$ cat config.mk
export PLATFORM = sky130hd
export DESIGN_NAME = wbrdwr_sched
export DESIGN_NICKNAME = d
export VERILOG_FILES = /design/src/rtl/wbrdwr_sched.sv
export SDC_FILE = /design/constraint.sdc
export NUM_CORES = 1
export LEC_CHECK = 0
export BUFFER_PORTS_ARGS = -buffer_cell sky130_fd_sc_hd__buf_2
export CORE_MARGIN = 2
export CORE_UTILIZATION = 30
export CTS_CLUSTER_SIZE = 24
export DETAILED_ROUTE_END_ITERATION = 7
export GPL_TIMING_DRIVEN = 0
export PLACE_DENSITY = 0.67
export SYNTH_ARGS = -nofsm -noshare
export SYNTH_HDL_FRONTEND = slang
export SYNTH_SLANG_ARGS = --single-unit
$ cat constraint.sdc
create_clock -name i_clk -period 3.3 [get_ports i_clk]
set_clock_uncertainty 0.05 [all_clocks]
set_input_delay 0.99 -clock i_clk [delete_from_list [all_inputs] [get_ports i_clk]]
set_output_delay 0.99 -clock i_clk [all_outputs]
set_load 0.02 [all_outputs]
$ cat src/rtl/wbrdwr_sched.sv
`default_nettype none
// ============================================================================
// Module   : wbrdwr_sched
// Purpose  : Shares one pipelined Wishbone slave port between the read-side
//            master (A, always we=0) and the write-side master (B, always
//            we=1) of an AXI-lite bridge. Idle arbitration is round-robin.
//            An owner that has had MAXHOLD strobes accepted while the other
//            side waits is stalled, drained of outstanding requests, given
//            one cycle of cyc=0, and then the bus is handed over.
// Optional : define WBSCHED_STATS_EN to add o_preempt_cnt, a 16-bit
//            saturating count of entries into the drain state.
// Ports    : i_clk, i_reset_n       clock, async active-low reset
//            i_a_* / o_a_*          read master WB slave-side interface
//            i_b_* / o_b_*          write master WB slave-side interface
//            o_wb_* / i_wb_*        shared WB master-side interface
//            o_grant                {B,A} one-hot owner, 00 in IDLE/GAP
// Revision : 1.0  initial release
// ============================================================================
module wbrdwr_sched #(
  parameter int AW      = 26,
  parameter int DW      = 32,
  parameter int LGOUT   = 4,
  parameter int MAXHOLD = 8
) (
  input  logic            i_clk,
  input  logic            i_reset_n,
  // read master (A)
  input  logic            i_a_cyc,
  input  logic            i_a_stb,
  input  logic [AW-1:0]   i_a_addr,
  input  logic [DW/8-1:0] i_a_sel,
  output logic            o_a_stall,
  output logic            o_a_ack,
  output logic            o_a_err,
  // write master (B)
  input  logic            i_b_cyc,
  input  logic            i_b_stb,
  input  logic [AW-1:0]   i_b_addr,
  input  logic [DW-1:0]   i_b_data,
  input  logic [DW/8-1:0] i_b_sel,
  output logic            o_b_stall,
  output logic            o_b_ack,
  output logic            o_b_err,
  // shared bus
  output logic            o_wb_cyc,
  output logic            o_wb_stb,
  output logic            o_wb_we,
  output logic [AW-1:0]   o_wb_addr,
  output logic [DW-1:0]   o_wb_data,
  output logic [DW/8-1:0] o_wb_sel,
  input  logic            i_wb_stall,
  input  logic            i_wb_ack,
  input  logic            i_wb_err,
  output logic [1:0]      o_grant
`ifdef WBSCHED_STATS_EN
  ,
  output logic [15:0]     o_preempt_cnt
`endif
);

  localparam int HW = $clog2(MAXHOLD + 1);
  localparam logic [LGOUT-1:0] OUT_MAX  = '1;
  localparam logic [LGOUT-1:0] OUT_ONE  = LGOUT'(1);
  localparam logic [HW-1:0]    HOLD_MAX = HW'(MAXHOLD);
  localparam logic [HW-1:0]    HOLD_ONE = HW'(1);

  typedef enum logic [2:0] {
    S_IDLE  = 3'd0,
    S_OWN_A = 3'd1,
    S_OWN_B = 3'd2,
    S_DRAIN = 3'd3,
    S_GAP   = 3'd4
  } state_t;

  state_t           state_q, state_d;
  logic             last_q,  last_d;   // 1: B was granted last
  logic             owner_q, owner_d;  // 1: B owns (valid in OWN/DRAIN/GAP)
  logic [LGOUT-1:0] outst_q, outst_d;
  logic [HW-1:0]    hold_q,  hold_d;

  logic own_cyc, own_stb, other_cyc;
  logic active, owning;
  logic preempt, force_stall;
  logic wb_stb, accept, ack_in, err_in, own_stall;

`ifdef WBSCHED_STATS_EN
  logic [15:0] pcnt_q, pcnt_d;
  assign o_preempt_cnt = pcnt_q;
`endif

  // --------------------------------------------------------------------------
  // Output muxing off the registered owner/state
  // --------------------------------------------------------------------------
  always_comb begin
    own_cyc   = owner_q ? i_b_cyc : i_a_cyc;
    own_stb   = owner_q ? i_b_stb : i_a_stb;
    other_cyc = owner_q ? i_a_cyc : i_b_cyc;

    owning = (state_q == S_OWN_A) || (state_q == S_OWN_B);
    active = owning || (state_q == S_DRAIN);

    // Hold the owner off once the in-flight counter is full (so it never
    // wraps) or once it has used up its turn while the other side waits.
    preempt     = (hold_q >= HOLD_MAX) && other_cyc;
    force_stall = (outst_q == OUT_MAX) || preempt;

    wb_stb = owning && own_cyc && own_stb && !force_stall;
    accept = wb_stb && !i_wb_stall;

    // Returns are only forwarded while the owner still holds cyc; anything
    // arriving after it dropped cyc belongs to an abandoned cycle.
    ack_in = active && own_cyc && i_wb_ack;
    err_in = active && own_cyc && i_wb_err;

    own_stall = owning ? (i_wb_stall || force_stall) : 1'b1;

    o_wb_cyc  = active && own_cyc;
    o_wb_stb  = wb_stb;
    o_wb_we   = active && owner_q;
    o_wb_addr = active ? (owner_q ? i_b_addr : i_a_addr) : '0;
    o_wb_data = (active && owner_q) ? i_b_data : '0;
    o_wb_sel  = active ? (owner_q ? i_b_sel : i_a_sel) : '0;

    o_a_stall = (active && !owner_q) ? own_stall : 1'b1;
    o_b_stall = (active &&  owner_q) ? own_stall : 1'b1;
    o_a_ack   = !owner_q && ack_in;
    o_b_ack   =  owner_q && ack_in;
    o_a_err   = !owner_q && err_in;
    o_b_err   =  owner_q && err_in;

    o_grant = active ? (owner_q ? 2'b10 : 2'b01) : 2'b00;
  end

  // --------------------------------------------------------------------------
  // Next-state logic
  // --------------------------------------------------------------------------
  always_comb begin
    state_d = state_q;
    last_d  = last_q;
    owner_d = owner_q;
    outst_d = outst_q;
    hold_d  = hold_q;
`ifdef WBSCHED_STATS_EN
    pcnt_d  = pcnt_q;
`endif

    // In-flight tracking; an accept and an ack in one cycle cancel out.
    if (accept && !ack_in) begin
      outst_d = outst_q + OUT_ONE;
    end else if (!accept && ack_in && (outst_q != '0)) begin
      outst_d = outst_q - OUT_ONE;
    end

    // Turn length only matters while someone is waiting for the bus.
    if (!other_cyc) begin
      hold_d = '0;
    end else if (accept && (hold_q < HOLD_MAX)) begin
      hold_d = hold_q + HOLD_ONE;
    end

    unique case (state_q)
      S_IDLE: begin
        outst_d = '0;
        hold_d  = '0;
        if (i_a_cyc && i_b_cyc) begin
          owner_d = !last_q;
          last_d  = !last_q;
          state_d = last_q ? S_OWN_A : S_OWN_B;
        end else if (i_a_cyc) begin
          owner_d = 1'b0;
          last_d  = 1'b0;
          state_d = S_OWN_A;
        end else if (i_b_cyc) begin
          owner_d = 1'b1;
          last_d  = 1'b1;
          state_d = S_OWN_B;
        end
      end

      S_OWN_A, S_OWN_B: begin
        if (!own_cyc) begin
          outst_d = '0;
          hold_d  = '0;
          state_d = S_IDLE;
        end else if (err_in) begin
          outst_d = '0;
          state_d = S_GAP;
        end else if (preempt) begin
          state_d = S_DRAIN;
`ifdef WBSCHED_STATS_EN
          if (pcnt_q != 16'hFFFF) pcnt_d = pcnt_q + 16'd1;
`endif
        end
      end

      S_DRAIN: begin
        if (!own_cyc) begin
          outst_d = '0;
          hold_d  = '0;
          state_d = S_IDLE;
        end else if (err_in) begin
          outst_d = '0;
          state_d = S_GAP;
        end else if (outst_d == '0) begin
          state_d = S_GAP;
        end
      end

      S_GAP: begin
        outst_d = '0;
        hold_d  = '0;
        // After an error the other side may not be waiting; in that case
        // fall back to IDLE and let normal arbitration pick again.
        if (other_cyc) begin
          owner_d = !owner_q;
          last_d  = !owner_q;
          state_d = owner_q ? S_OWN_A : S_OWN_B;
        end else begin
          state_d = S_IDLE;
        end
      end

      default: begin
        outst_d = '0;
        hold_d  = '0;
        state_d = S_IDLE;
      end
    endcase
  end

  // --------------------------------------------------------------------------
  // State registers
  // --------------------------------------------------------------------------
  always_ff @(posedge i_clk or negedge i_reset_n) begin
    if (!i_reset_n) begin
      state_q <= S_IDLE;
      last_q  <= 1'b1;
      owner_q <= 1'b0;
      outst_q <= '0;
      hold_q  <= '0;
`ifdef WBSCHED_STATS_EN
      pcnt_q  <= '0;
`endif
    end else begin
      state_q <= state_d;
      last_q  <= last_d;
      owner_q <= owner_d;
      outst_q <= outst_d;
      hold_q  <= hold_d;
`ifdef WBSCHED_STATS_EN
      pcnt_q  <= pcnt_d;
`endif
    end
  end

endmodule
`default_nettype wire

==> results of run 1 <==
-- worst min path at each step --
stage / startpoint / end / cells after the start
after detailed placement: last_q / last_q / 2
after global placement: last_q / last_q / 2
after floorplan: last_q / last_q / 2
after global routing: last_q / last_q / 2
final: last_q / last_q / 2
after CTS: last_q / last_q / 2
-- cells by family (layout without fill, tap and decap cells) --
| group | count (synthesis) | after routing | synth area share |
|---|---|---|---|
| mux | 37 | 37 | 0.209 |
| buf+inv | 30 | 205 | 0.0729 |
| simple gates | 117 | 117 | 0.333 |
| xor+xnor | 2 | 2 | 0.00964 |
| flops | 13 | 13 | 0.180 |
| compound gates | 37 | 37 | 0.163 |
| fa+ha+maj | 5 | 5 | 0.0330 |
-- per-layer routing --
metal | vias up | GRT usage
met5 | - | 0
met4 | 0 | 0.0600
met3 | 13 | 0.0659
met2 | 108 | 0.311
met1 | 1117 | 0.250
li1 | 1217 | -
-- synthesized netlist by cell type, types with 8 or more instances --
| cell | count | area (sq um) |
|---|---|---|
| and3_1 | 35 | 219 |
| inv_1 | 8 | 30.0 |
| nor3_1 | 9 | 45.0 |
| nand2_1 | 15 | 56.3 |
| clkbuf_1 | 15 | 56.3 |
| dfrtp_1 | 12 | 300 |
| mux2i_1 | 33 | 330 |
| a21oi_1 | 10 | 50.1 |
| nor2_1 | 39 | 146 |
-- where the power goes --
| group | internal [mW] | switching, mW | total (mW) |
|---|---|---|---|
| clock network | 0.0854 | 0.0572 | 0.143 |
| registers | 0.195 | 0.0244 | 0.220 |
| logic | 0.739 | 1.36 | 2.10 |
| total | 1.02 | 1.44 | 2.46 |
-- repair_timing --
| item | 4_1_cts | 5_1_grt |
|---|---|---|
| endpoints found under the hold margin | 0 | 0 |
| setup endpoints to repair | 1 | 23 |
| gates resized for setup | 1 | 6 |
| pin swaps | 0 | 0 |
-- cell type report --
class	count	area [sq um]	share of cell area
multi-input combinational	198	1370	0.485
timing repair buffer	171	856	0.303
sequential	13	327	0.115
buffer	22	106	0.0376
tap	75	93.8	0.0332
clock buffer	4	45.0	0.0159
inverter	8	30.0	0.0106
-- worst reg2reg max path, cell delays in order (launching register included) --
cell and delay [ns]:
dfrtp_1 0.45, ha_1 0.25, a32o_1 0.32, a211o_4 0.36
nor2_4 0.21, xnor2_1 0.15, o221ai_1 0.21, o31ai_4 0.38
o21ai_1 0.11, a22oi_1 0.20
-- stage by stage --
step                      instances  worst slack, ns
after floorplan                 241            0.193
after global placement          487           0.0253
after detailed placement        487          -0.0503
after CTS                       491           0.0775
after global routing            491           0.0652
final                           491            0.154
-- placed cells by master (no fill, tap or decap), drive strengths merged, types with 2 or more instances in the layout --
master    n
dfrtp    12
inv       8
nor3     11
buf     178
nand2    15
and2      4
nor4      4
nor2     40
nor3b     3
o21ai     5
and3     35
a211oi    2
mux2i    33
o31ai     2
mux2      4
a22oi     2
nand4b    2
clkbuf   19
o211ai    3
ha        4
a21oi    10
-- flip-flops by register name (all words and copies together), names as in the netlist --
| name | cells |
|---|---|
| hold_q | 4 |
| outst_q | 4 |
| state_q | 3 |
| last_q | 1 |
| owner_q | 1 |
==> flow_summary.json, run 1 <==
{
  "drt-pass1-iter-count": 4,
  "slew-limit-headroom": 0.640,
  "grt_max_degree": 14,
  "period_share": 0.953,
  "via_per_inst": 5.00,
  "globalRouteOverflowTotal": 0,
  "avgSynthCellArea_sq_um": 7.54,
  "cp-end-kind": "primary output",
  "core_area_sq_um": 5890,
  "status": "completed",
  "worstMarginPinSlew_ns": 0.536,
  "drt_iter0_drc": 92,
  "cts_buffers": 3,
  "drc_errors": 0,
  "syn_inst": 241,
  "path_common_cell": "buf_2",
  "gp_congestion": 0.805,
  "cts_max_level": 1,
  "clk_path_buf_depth": 2,
  "clock_sinks": 13,
  "diodes": 0,
  "synth_edf_count": 0,
  "routed-wl-met2_um": 3490,
  "dr_wl_met3_um": 763,
  "ir_worst_vdd_mv": 0.460,
  "wl_um": 7350,
  "hold_ws_ns": 0.443,
  "worstPathCellList": "buf_2 -> mux2_4 -> a211oi_4 -> nand2_1 -> buf_2",
  "num_rows": 28,
  "drt-met1-wl_um": 2980,
  "ctsHoldBuffers": 0,
  "synth_flop_cell": "dfrtp_1",
  "yosys_register_bits": 13,
  "crit-reg2reg-launch": "outst_q[0]",
  "endpoint": "o_b_stall",
  "postLayoutCellArea_sq_um": 2830,
  "wire_per_inst_um": 15.0,
  "drv_cap": 0,
  "max_stage_delay_ns": 0.36,
  "clk_pin_slew_ns": 0.05,
  "worstHoldPathType": "reg -> reg",
  "grt_pass1_wl_um": 10200,
  "power_density_nw_per_um2": 870,
  "dp_hpwl_um": 6150,
  "fin_util": 0.480,
  "rsz0062_at_grt": "false",
  "cp_slowest_cell": "a211oi_4",
  "area_growth_pct": 55.5,
  "io_buffers": 171,
  "total_power_mw": 2.46,
  "crit_family": "compound AO/OA/AOI/OAI gates",
  "period_minus_slack_ns": 3.15,
  "start_util": 0.309,
  "crit_cells": 5,
  "r2r_cells": 9,
  "ant_nets": 0,
  "die_h_um": 81.8,
  "final_nets": 522,
  "die_area_sq_um": 6700,
  "fill_cells": 617,
  "insertion_delay_ns": 0.24,
  "worstSetupPathType": "in -> out",
  "cp-startpoint": "i_b_cyc",
  "finalHoldViolations": 0,
  "highest_layer": "met4",
  "crit_arrival_ns": 2.11,
  "num_vias": 2455,
  "cp.required_ns": 2.26,
  "async_flop_share": 1.00,
  "fp.dieW_um": 81.8,
  "syn_nets": 346,
  "grt_pass1_vias": 2080,
  "syn-cell-area_sq_um": 1820,
  "placed_cell_area_sq_um": 2770,
  "synth.distinct_cells": 50,
  "ys_seq_area_frac": 0.180,
  "setup_viol": 0,
  "drive_above_1_share": 0.474,
  "root_buffer": "clkbuf_8",
  "r2r-end": "state_q[0]",
  "p_leak_nw": 1.68,
  "fin_tns_setup_ns": 0,
  "antenna_found_initial": 0,
  "io_pins": 174,
  "cp-start-kind": "input port",
  "cp_max_fo": 9,
  "finalMaxSlewViolations": 0,
  "cp_num_buf_inv": 2,
  "grt_usage": 0.196,
  "synth_warnings": 0,
  "post-cts-setup-buffer-count": 0,
  "cts_tree": "yes",
  "fmax_ghz": 0.318,
  "r2r_setup_slack_ns": 0.51
}
(Power assumes the default switching activity.)
==> inputs of run 2 (changes only) <==
==> constraint.sdc (replaced) <==
create_clock -name i_clk -period 3.3 [get_ports i_clk]
set_clock_uncertainty 0.05 [all_clocks]
set_input_delay 0.165 -clock i_clk [delete_from_list [all_inputs] [get_ports i_clk]]
set_output_delay 0.165 -clock i_clk [all_outputs]
set_load 0.02 [all_outputs]
==> run 2 against run 1 <==
  * Utilization down 0.085 points
  * Combinational power about the same
  * Clock power about the same
  * Design area shrank 0.18%
  * Critical path type is now reg -> reg
==> flow_summary.json, run 2 (synthesized netlist as in run 1, its figures left out) <==
{
  "status": "completed",
  "finalMaxSlewViolations": 0,
  "ir_worst_vdd_mv": 0.463,
  "rsz0062_at_grt": "false",
  "setup_viol": 0,
  "crit_family": "compound AO/OA/AOI/OAI gates",
  "postLayoutCellArea_sq_um": 2820,
  "cp_num_buf_inv": 0,
  "worstHoldPathType": "in -> reg",
  "clk_pin_slew_ns": 0.05,
  "core_area_sq_um": 5890,
  "root_buffer": "clkbuf_8",
  "io_pins": 174,
  "placed_cell_area_sq_um": 2770,
  "min_to": "owner_q",
  "r2r_setup_slack_ns": 0.44,
  "r2r_cells": 9,
  "cp-start-kind": "flip-flop",
  "drc_errors": 0,
  "ant_nets": 0,
  "hp-start": "i_a_cyc",
  "insertion_delay_ns": 0.24,
  "die_area_sq_um": 6700,
  "hold_ws_ns": 0.129,
  "drv_cap": 0,
  "worstMarginPinSlew_ns": 0.720,
  "diodes": 0,
  "period_minus_slack_ns": 2.86,
  "cts_max_level": 1,
  "clock_sinks": 13,
  "clk_path_buf_depth": 2,
  "cp.required_ns": 3.37,
  "place_inst": 487,
  "final_nets": 523,
  "p_leak_nw": 1.68,
  "fin_tns_setup_ns": 0,
  "reg_top3": "hold_q: 4 flops, outst_q: 4 flops, state_q: 3 flops",
  "finalHoldViolations": 0,
  "cts_tree": "yes",
  "slew-limit-headroom": 0.520,
  "wl_um": 7320,
  "num_vias": 2480,
  "drt-pass1-iter-count": 4,
  "fmax_ghz": 0.350,
  "cp_slowest_cell": "dfrtp_1",
  "max_stage_delay_ns": 0.45,
  "min_path_cells": 2,
  "r2r-end": "state_q[1]",
  "die_h_um": 81.8,
  "wire_per_inst_um": 14.9,
  "dp_hpwl_um": 6150,
  "area_growth_pct": 55.3,
  "cp_max_fo": 6,
  "power_density_nw_per_um2": 868,
  "dp_slack_ns": 0.453,
  "final_common_cell": "buf_2",
  "antenna_found_initial": 0,
  "crit_arrival_ns": 2.92,
  "io_buffers": 171,
  "most-common-layout-cells": "buf_2, nor2_1, and3_1",
  "worstSetupPathType": "reg -> reg",
  "start_util": 0.309,
  "fp.dieW_um": 81.8,
  "worstPathCellList": "ha_1 -> a32o_1 -> a211oi_2 -> a211oi_1 -> mux2_1 -> mux2i_1 -> o31ai_4 -> a32oi_1 -> o211ai_1",
  "drive_above_1_share": 0.463,
  "fin_ws_ns": 0.443,
  "cts_buffers": 3,
  "num_rows": 28,
  "cp-end-kind": "flip-flop",
  "crit-reg2reg-launch": "outst_q[0]",
  "via_per_inst": 5.04,
  "grt_pass1_vias": 2085,
  "final_cells": 492,
  "grt_pass1_wl_um": 10200,
  "drt_iter0_drc": 82,
  "period_share": 0.866,
  "grt_usage": 0.196,
  "globalRouteOverflowTotal": 0,
  "grt_max_degree": 14,
  "gp_congestion": 0.805
}
-- run 2: cell types whose count changed in the layout (fill, tap and decap cells not counted), sizes merged --
cell         change
dlygate4sd3      +1
-- run 2: power breakdown --
part | internal (mW) | leakage (nW) | switching, mW
combinational | 0.734 | 1.48 | 1.36
sequential | 0.195 | 0.172 | 0.0242
clock | 0.0854 | 0.0228 | 0.0572
total | 1.01 | 1.68 | 1.44
-- run 2: worst max path at each step --
stage,from,to,slack (ns),depth (start not counted)
final,outst_q[0],state_q[1],0.44,9
after global routing,outst_q[0],state_q[1],0.24,9
after CTS,outst_q[0],state_q[1],0.44,9
after detailed placement,outst_q[0],state_q[1],0.45,9
after global placement,outst_q[0],state_q[1],0.56,9
after floorplan,outst_q[0],state_q[0],0.82,9
-- run 2: per-stage QoR --
step / power [mW] / util
after floorplan: 1.66 / -
after global placement: 2.29 / 0.470
after detailed placement: 2.31 / 0.470
after CTS: 2.46 / 0.480
after global routing: 2.67 / 0.480
final: 2.45 / 0.480
-- run 2: area by class of cell --
class	instances	area, sq um
fill	616	3060
inverter	8	30.0
sequential	13	327
multi-input combinational	198	1360
clock buffer	4	45.0
buffer	22	103
tap	75	93.8
timing repair buffer	172	866
-- run 2: layer usage --
metal  share of wire  wire length [um]  vias to the layer above  track usage
met4           0.022               162                        0       0.0600
met3            0.12               851                       20       0.0659
met5               0                 0                        -            0
met1            0.39              2870                     1120        0.250
li1                -                 -                     1221            -
met2            0.47              3440                      119        0.312
-- run 2: what timing repair did --
action,in CTS,in global routing
setup buffers,0,0
hold buffers,1,0
endpoints found under the hold margin,12,0
resized for setup,0,0
